===== config.mk =====
export PLATFORM = sky130hd
export DESIGN_NAME = mux_sel_pipe
export DESIGN_NICKNAME = d
export VERILOG_FILES = /design/src/rtl/mux_sel_pipe.sv
export SDC_FILE = /design/constraint.sdc
export NUM_CORES = 1
export LEC_CHECK = 0
export ABC_AREA = 1
export BUFFER_PORTS_ARGS = -buffer_cell sky130_fd_sc_hd__buf_4
export CAP_MARGIN = 20
export CORE_ASPECT_RATIO = 0.5
export CORE_MARGIN = 4
export CORE_UTILIZATION = 40
export CTS_CLUSTER_DIAMETER = 60
export DETAILED_ROUTE_END_ITERATION = 8
export GPL_TIMING_DRIVEN = 0
export HOLD_SLACK_MARGIN = 0.02
export PLACE_DENSITY = 0.68
export SETUP_SLACK_MARGIN = 0.5
export SYNTH_ARGS = -nofsm -noshare
export SYNTH_HDL_FRONTEND = slang
export SYNTH_SLANG_ARGS = --single-unit

===== constraint.sdc =====
create_clock -name clk -period 1.82 [get_ports clk]
set_input_delay 0.182 -clock clk [delete_from_list [all_inputs] [get_ports clk]]
set_output_delay 0.182 -clock clk [all_outputs]
set_load 0.05 [all_outputs]

===== src/rtl/mux_sel_pipe.sv =====
// N-way, W-bit registered data selector behind a 2-entry skid buffer.
// It has valid/ready on both sides and flags selects that are out of range.
module mux_sel_pipe #(
  parameter int               NUM_IN  = 4,
  parameter int               WIDTH   = 32,
  parameter int               SEL_W   = 2,
  parameter logic [WIDTH-1:0] ERR_VAL = '0
) (
  input  logic                    clk,
  input  logic                    rst_n,
  input  logic                    in_valid,
  output logic                    in_ready,
  input  logic [SEL_W-1:0]        select,
  input  logic [NUM_IN*WIDTH-1:0] data_in,
  output logic                    out_valid,
  input  logic                    out_ready,
  output logic [WIDTH-1:0]        data_out,
  output logic [SEL_W-1:0]        out_sel,
  output logic                    sel_err,
  output logic                    err_sticky,
  input  logic                    err_clr
);

  generate
    if (NUM_IN < 2 || NUM_IN > 16 || (1 << SEL_W) < NUM_IN) begin : g_bad_params
      $error("mux_sel_pipe: NUM_IN must be 2..16 and 2**SEL_W >= NUM_IN");
    end
  endgenerate

  typedef enum logic [1:0] {
    EMPTY = 2'd0,
    ONE   = 2'd1,
    FULL  = 2'd2
  } state_e;

  typedef struct packed {
    logic [WIDTH-1:0] data;
    logic [SEL_W-1:0] sel;
    logic             err;
  } entry_t;

  state_e state, state_next;
  entry_t head, tail, cap;
  logic   accept, rel;

  assign out_valid = (state != EMPTY);
  assign accept    = in_valid && in_ready;
  assign rel       = out_valid && out_ready;

  // NOTE: every always_comb output gets a default first, so no path can infer a latch.
  always_comb begin
    cap = '{data: ERR_VAL, sel: select, err: 1'b1};
    for (int k = 0; k < NUM_IN; k++) begin
      if (select == SEL_W'(k)) begin
        cap.data = data_in[k*WIDTH +: WIDTH];
        cap.err  = 1'b0;
      end
    end
  end

  always_comb begin
    state_next = state;
    case (state)
      EMPTY: if (accept) state_next = ONE;
      ONE: begin
        if (accept && !rel)      state_next = FULL;
        else if (!accept && rel) state_next = EMPTY;
      end
      FULL:    if (rel) state_next = ONE;
      default: state_next = EMPTY;
    endcase
  end

  // NOTE: state registers use non-blocking assignments so every flop samples pre-edge values.
  always_ff @(posedge clk or negedge rst_n) begin
    if (!rst_n) begin
      state    <= EMPTY;
      in_ready <= 1'b0;
    end else begin
      state    <= state_next;
      in_ready <= (state_next != FULL);
    end
  end

  // NOTE: the two buffer entries are reset because the head drives data_out, which has a defined reset value.
  always_ff @(posedge clk or negedge rst_n) begin
    if (!rst_n) begin
      head <= '0;
      tail <= '0;
    end else begin
      case (state)
        EMPTY: if (accept) head <= cap;
        ONE: begin
          if (accept && rel) head <= cap;
          else if (accept)   tail <= cap;
        end
        FULL:    if (rel) head <= tail;
        default: ;
      endcase
    end
  end

  // If a bad accept and err_clr land on the same edge, the set takes priority.
  always_ff @(posedge clk or negedge rst_n) begin
    if (!rst_n)                err_sticky <= 1'b0;
    else if (accept && cap.err) err_sticky <= 1'b1;
    else if (err_clr)           err_sticky <= 1'b0;
  end

  assign data_out = head.data;
  assign out_sel  = head.sel;
  assign sel_err  = head.err;

endmodule


# ---- Word-level counts from Yosys, hierarchy flattened
# Cells that the tools add are included.
dict set report totals {
  regBits 74
  input_bits 135
  word_cells 53
}
dict set report op_classes {
  eq_ne 9
  mux 19
  n_bitwise 1
  reduce_logical 15
}
# cell count
set ops {}
lappend ops {{$mux 32} 4}
lappend ops {{$mux 35} 3}
lappend ops {{$pmux 35 s3} 1}
lappend ops {{$mux 2} 4}
lappend ops {{$ne 2x2->1 const B} 4}
lappend ops {{$eq 2x2->1 const B} 3}
lappend ops {{$logic_and 1x1->1} 6}
lappend ops {{$mux 1} 6}
lappend ops {{$pmux 2 s3} 1}
lappend ops {{$eq 2x1->1 const B} 2}
lappend ops {{$logic_not 2->1} 2}
lappend ops {{$reduce_and 4->1} 1}
lappend ops {{$reduce_bool 2->1} 2}
lappend ops {{$reduce_and 3->1} 1}
lappend ops {{$reduce_bool 3->1} 1}
lappend ops {{$logic_not 1->1} 2}
lappend ops {{$not 1->1} 1}

# ---- Logic depth before layout (Yosys ltp)
dict set report depth {
  depth_word 7
  ltp_mapped 9
  mapped_depth_nobuf 7
}

# ---- Worst setup path before layout
# Ideal clock, no wire load.
dict set report synth_path {
  kind {flip-flop to flip-flop}
  startpoint {register in_ready}
  endpoint {register tail[19] (netlist name)}
  t_arrival_ns 1.414
  required_ns 1.688
  setup_slack_ns 0.273
  stages_incl_launch_ff 8
  n_path_buf 2
  period_less_slack_ns 1.547
  path_cell_list {dfrtp_1 > nand2_1 > nor2_1 > nand3_1 > buf_2 > buf_2 > nand2_1 > o21ai_1}
}
dict set report synth_between {
  elab_chain_len 4
}
# element line_no
set synth_rtl {}
lappend synth_rtl {{start, declared} 12} ;# output logic in_ready,
lappend synth_rtl {{start signal, assigned} 81} ;# in_ready <= (state_next != FULL);
lappend synth_rtl {{$logic_and 1x1->1 *} 47} ;# assign accept = in_valid && in_ready;
lappend synth_rtl {{$logic_and 1x1->1} 94} ;# if (accept && rel) head <= cap;
lappend synth_rtl {{$not 1->1 (no source line)} --}
lappend synth_rtl {{$reduce_and 3->1 (no source line) *} --}
lappend synth_rtl {{end signal, assigned} 95} ;# else if (accept) tail <= cap;
lappend synth_rtl {{end, declared} 43} ;# entry_t head, tail, cap;
# Mark *: on every way between the ends. The rest lies on a longest branch, timed or not.
# A chain may end at the register's enable or synchronous reset.

# ---- Final worst setup path
dict set report layout_path {
  startpoint {register state[1]}
  endpoint {register head, in the netlist data_out[20]}
}
dict set report layout_between {
  elab_chain_len 5
}
# element line_no
set layout_rtl {}
lappend layout_rtl {{start, declared} 42} ;# state_e state, state_next;
lappend layout_rtl {{start signal, assigned} 80} ;# state <= state_next;
lappend layout_rtl {{$reduce_bool 2->1} 46} ;# assign out_valid = (state != EMPTY);
lappend layout_rtl {{$logic_and 1x1->1} 48} ;# assign rel = out_valid && out_ready;
lappend layout_rtl {{$logic_and 1x1->1} 94}
lappend layout_rtl {{$ne 2x2->1 (no source line)} --}
lappend layout_rtl {{$reduce_and 4->1 (no source line)} --}
lappend layout_rtl {{end signal, assigned} 92} ;# EMPTY: if (accept) head <= cap;
lappend layout_rtl {{end signal, assigned} 94}
lappend layout_rtl {{end signal, assigned} 97} ;# FULL: if (rel) head <= tail;
lappend layout_rtl {{end, declared} 43}
# Parallel ways exist; a longest one is shown, timed or not.

==> flow_summary.json <==
{
  "yosysSeqAreaShare_pct": 44.8,
  "required_ps": 2100,
  "fin_crit_sh_pct": 78.8,
  "track_usage_pct": 23.1,
  "violations": "hold timing",
  "leakage_uw": 0.00338,
  "synth_most_common_cell": "nand2_1",
  "synth.top_cell.area_share_pct": 44.8,
  "overflow": 0,
  "synth_compound_area_share_pct": 8.53,
  "r2r_cells": 8,
  "row_count": 25,
  "syn_area_mm2": 0.00414,
  "ys_seq_elements": 74,
  "finalHoldViolCount": 6,
  "drt_iter0_markers": 316,
  "slew-limit-headroom_pct": 35.8,
  "dp_slack_ps": 153,
  "cap_violations": 0,
  "rsz0062_at_grt": "true",
  "crit_path_start_kind": "flop",
  "synth_top_family_by_area": "simple AND/OR/NAND/NOR gates",
  "cts_max_level": 3,
  "yosys.area_share.simple_pct": 41.5,
  "n_antenna_cell": 0,
  "peakVddDrop_uv": 602,
  "hold_class": "in -> async",
  "synth_area_leaders": "dfrtp_1 (45%), nand2_1 (22%), nand3_1 (8.0%)",
  "vias": 4726,
  "synthTopCellsByCount": "nand2_1 (242), dfrtp_1 (74), nor2_1 (67), nand3_1 (66), o21ai_0 (45)",
  "power_density_mw_per_mm2": 1440,
  "critPathMaxFanout": 6,
  "grt_start_max_net_pins": 75,
  "synth_xor_area_share_pct": 0,
  "end_kind": "flop",
  "die_x_um": 152,
  "cts_buffers": 9,
  "grt_pass1_wl_mm": 22.4,
  "synth.distinct_cells": 19,
  "slew_viol_final": 0,
  "post-route-min-period_ps": 1430,
  "cts.sinks": 74,
  "antenna_found_initial": 0,
  "drtPass1Iterations": 5,
  "initial_core_util_pct": 42.4,
  "timing.hold.ws_ps": -19.8,
  "synthAdderAreaFrac_pct": 0,
  "routed_wl_mm": 15.2,
  "clk_latency_ps": 330,
  "ys.flop_type": "dfrtp_1",
  "path_class": "reg -> reg",
  "hpwlAfterDp_mm": 10.7,
  "final_antenna_net_count": 0,
  "setup_viol": 0,
  "routedWlPerCell_um": 16.2,
  "outcome": "finished, violations left",
  "yosysWarnings": 0,
  "viasPerCell": 5.04,
  "dieArea_mm2": 0.0121,
  "die_h_um": 79.9,
  "drive_above_1_share_pct": 36.0,
  "fin_setup_tns_ps": 0,
  "setup_ws_ps": 386,
  "max-clock-path-buffers": 2,
  "syn_inst": 604,
  "synth_mux_area_share_pct": 0,
  "critPathArrivalTime_ps": 1710,
  "worst_pin_slew_ps": 963,
  "layout.nets": 932,
  "ios": 173,
  "finClkSkew_ps": 6.16,
  "syn_avg_cell_area_um2": 6.85,
  "synthToLayoutAreaGrowth_pct": 55.5,
  "ys_async_sr_fraction_pct": 100,
  "grt_pass1_vias": 4480,
  "cts_tree": "yes",
  "routabilityCongestion": 0.803,
  "fillers": 874,
  "synth-edff-count": 0,
  "clk_pin_slew_ps": 60,
  "coreArea_mm2": 0.00976,
  "route.detailed.drc": 0,
  "fmax_mhz": 697,
  "syn_nets": 739,
  "yosysTopAreaCell": "dfrtp_1",
  "portBuffers": 171,
  "root_buffer": "clkbuf_16"
}
[worst max-delay path, cell delays in order (launching register included)]
cell and delay, ps:
dfrtp_1 410, inv_2 140, nand2_4 70, nand2_4 100
nand3_4 190, buf_8 210, nor2_1 110, nand2_1 80
nand2_1 60
[area by class of cell]
type                    count  area, µm²  share of cell area [%]
clock inverters             5       77.6                    1.21
clock buffers              11        243                    3.77
flip-flops and latches     74       1850                    28.8
plain buffers              40        299                    4.65
multi-input cells         482       2330                    36.2
repair buffers            181       1420                    22.1
inverters                   9       36.3                   0.564
well taps                 135        169                    2.63
[state kept, by name, summed over array words and instances (netlist names)]
register and flops:
out_sel 2, state 2, data_out 32, err_sticky 1, tail 35, sel_err 1, in_ready 1
[layout by cell type (no fill, tap or decap), types with 2 or more instances in the layout]
cell,Yosys,routed
or2_1,4,4
clkinv_2,0,2
buf_8,0,4
nor2_2,2,19
buf_6,0,7
inv_2,3,3
or2_0,26,26
buf_4,1,184
dfrtp_2,0,2
o21ai_0,45,45
nand3_1,66,64
nor2_1,67,32
nand3_4,0,3
clkbuf_1,14,9
or2_2,2,2
o21ai_1,24,24
nand2_1,242,229
buf_2,23,12
bufinv_16,0,2
clkbuf_16,0,12
nor2_4,0,18
dfrtp_1,74,72
nand2_2,1,12
inv_1,6,5
nand2_4,0,2
[worst paths after layout]
path / end / slack [ps] / start
worst max-delay path: data_out[20] / 390 / state[1]
worst min-delay path: data_out[26] / -20 / rst_n
worst min register to register: data_out[25] / 480 / data_out[25]
worst max register to register: data_out[20] / 390 / state[1]
max in group asynchronous: in_ready / 1130 / rst_n
min in group clk: state[0] / 40 / out_ready
[per-stage QoR]
step           utilization (%)  hold WS [ps]  instance area, µm²  total power (µW)  std cells
3_5_place_dp              57.5           340                5620              6680        910
5_1_grt                   65.9          29.2                6430              9770        937
3_3_place_gp              57.5           335                5620              6610        910
2_1_floorplan                -          -114                4160              5320        604
6_report                  65.9         -19.8                6430              9240        937
4_1_cts                   61.9          29.9                6040              8740        928
[what timing repair did]
action                     CTS  global route
setup endpoints to repair   71            72
resized for setup           32            91
gates cloned                 0             5
hold buffers                 1             0
hold endpoints to repair     1             0
setup buffers                1             4
pin swaps                    1            28
[cell families after synthesis]
| logic type | count (synthesis) |
|---|---|
| AND/OR/NAND/NOR | 411 |
| flip-flops | 74 |
| AO/OA/AOI/OAI | 70 |
| buffers and inverters | 49 |
[power breakdown]
group	total (µW)	leakage [µW]	internal [µW]	switching, µW
sequential	2800	0.000922	2370	428
clock	1920	0.000156	1230	685
combinational	4530	0.00230	1590	2940
[routing by layer]
metal  global-route usage [%]  up-vias  wire length [µm]
met4                     5.29        0               202
met2                     38.5      171              7280
li1                         -     2302                 -
met5                        0        -                 0
met1                     30.5     2237              6640
met3                     6.12       16              1080
(Power assumes the default switching activity.)
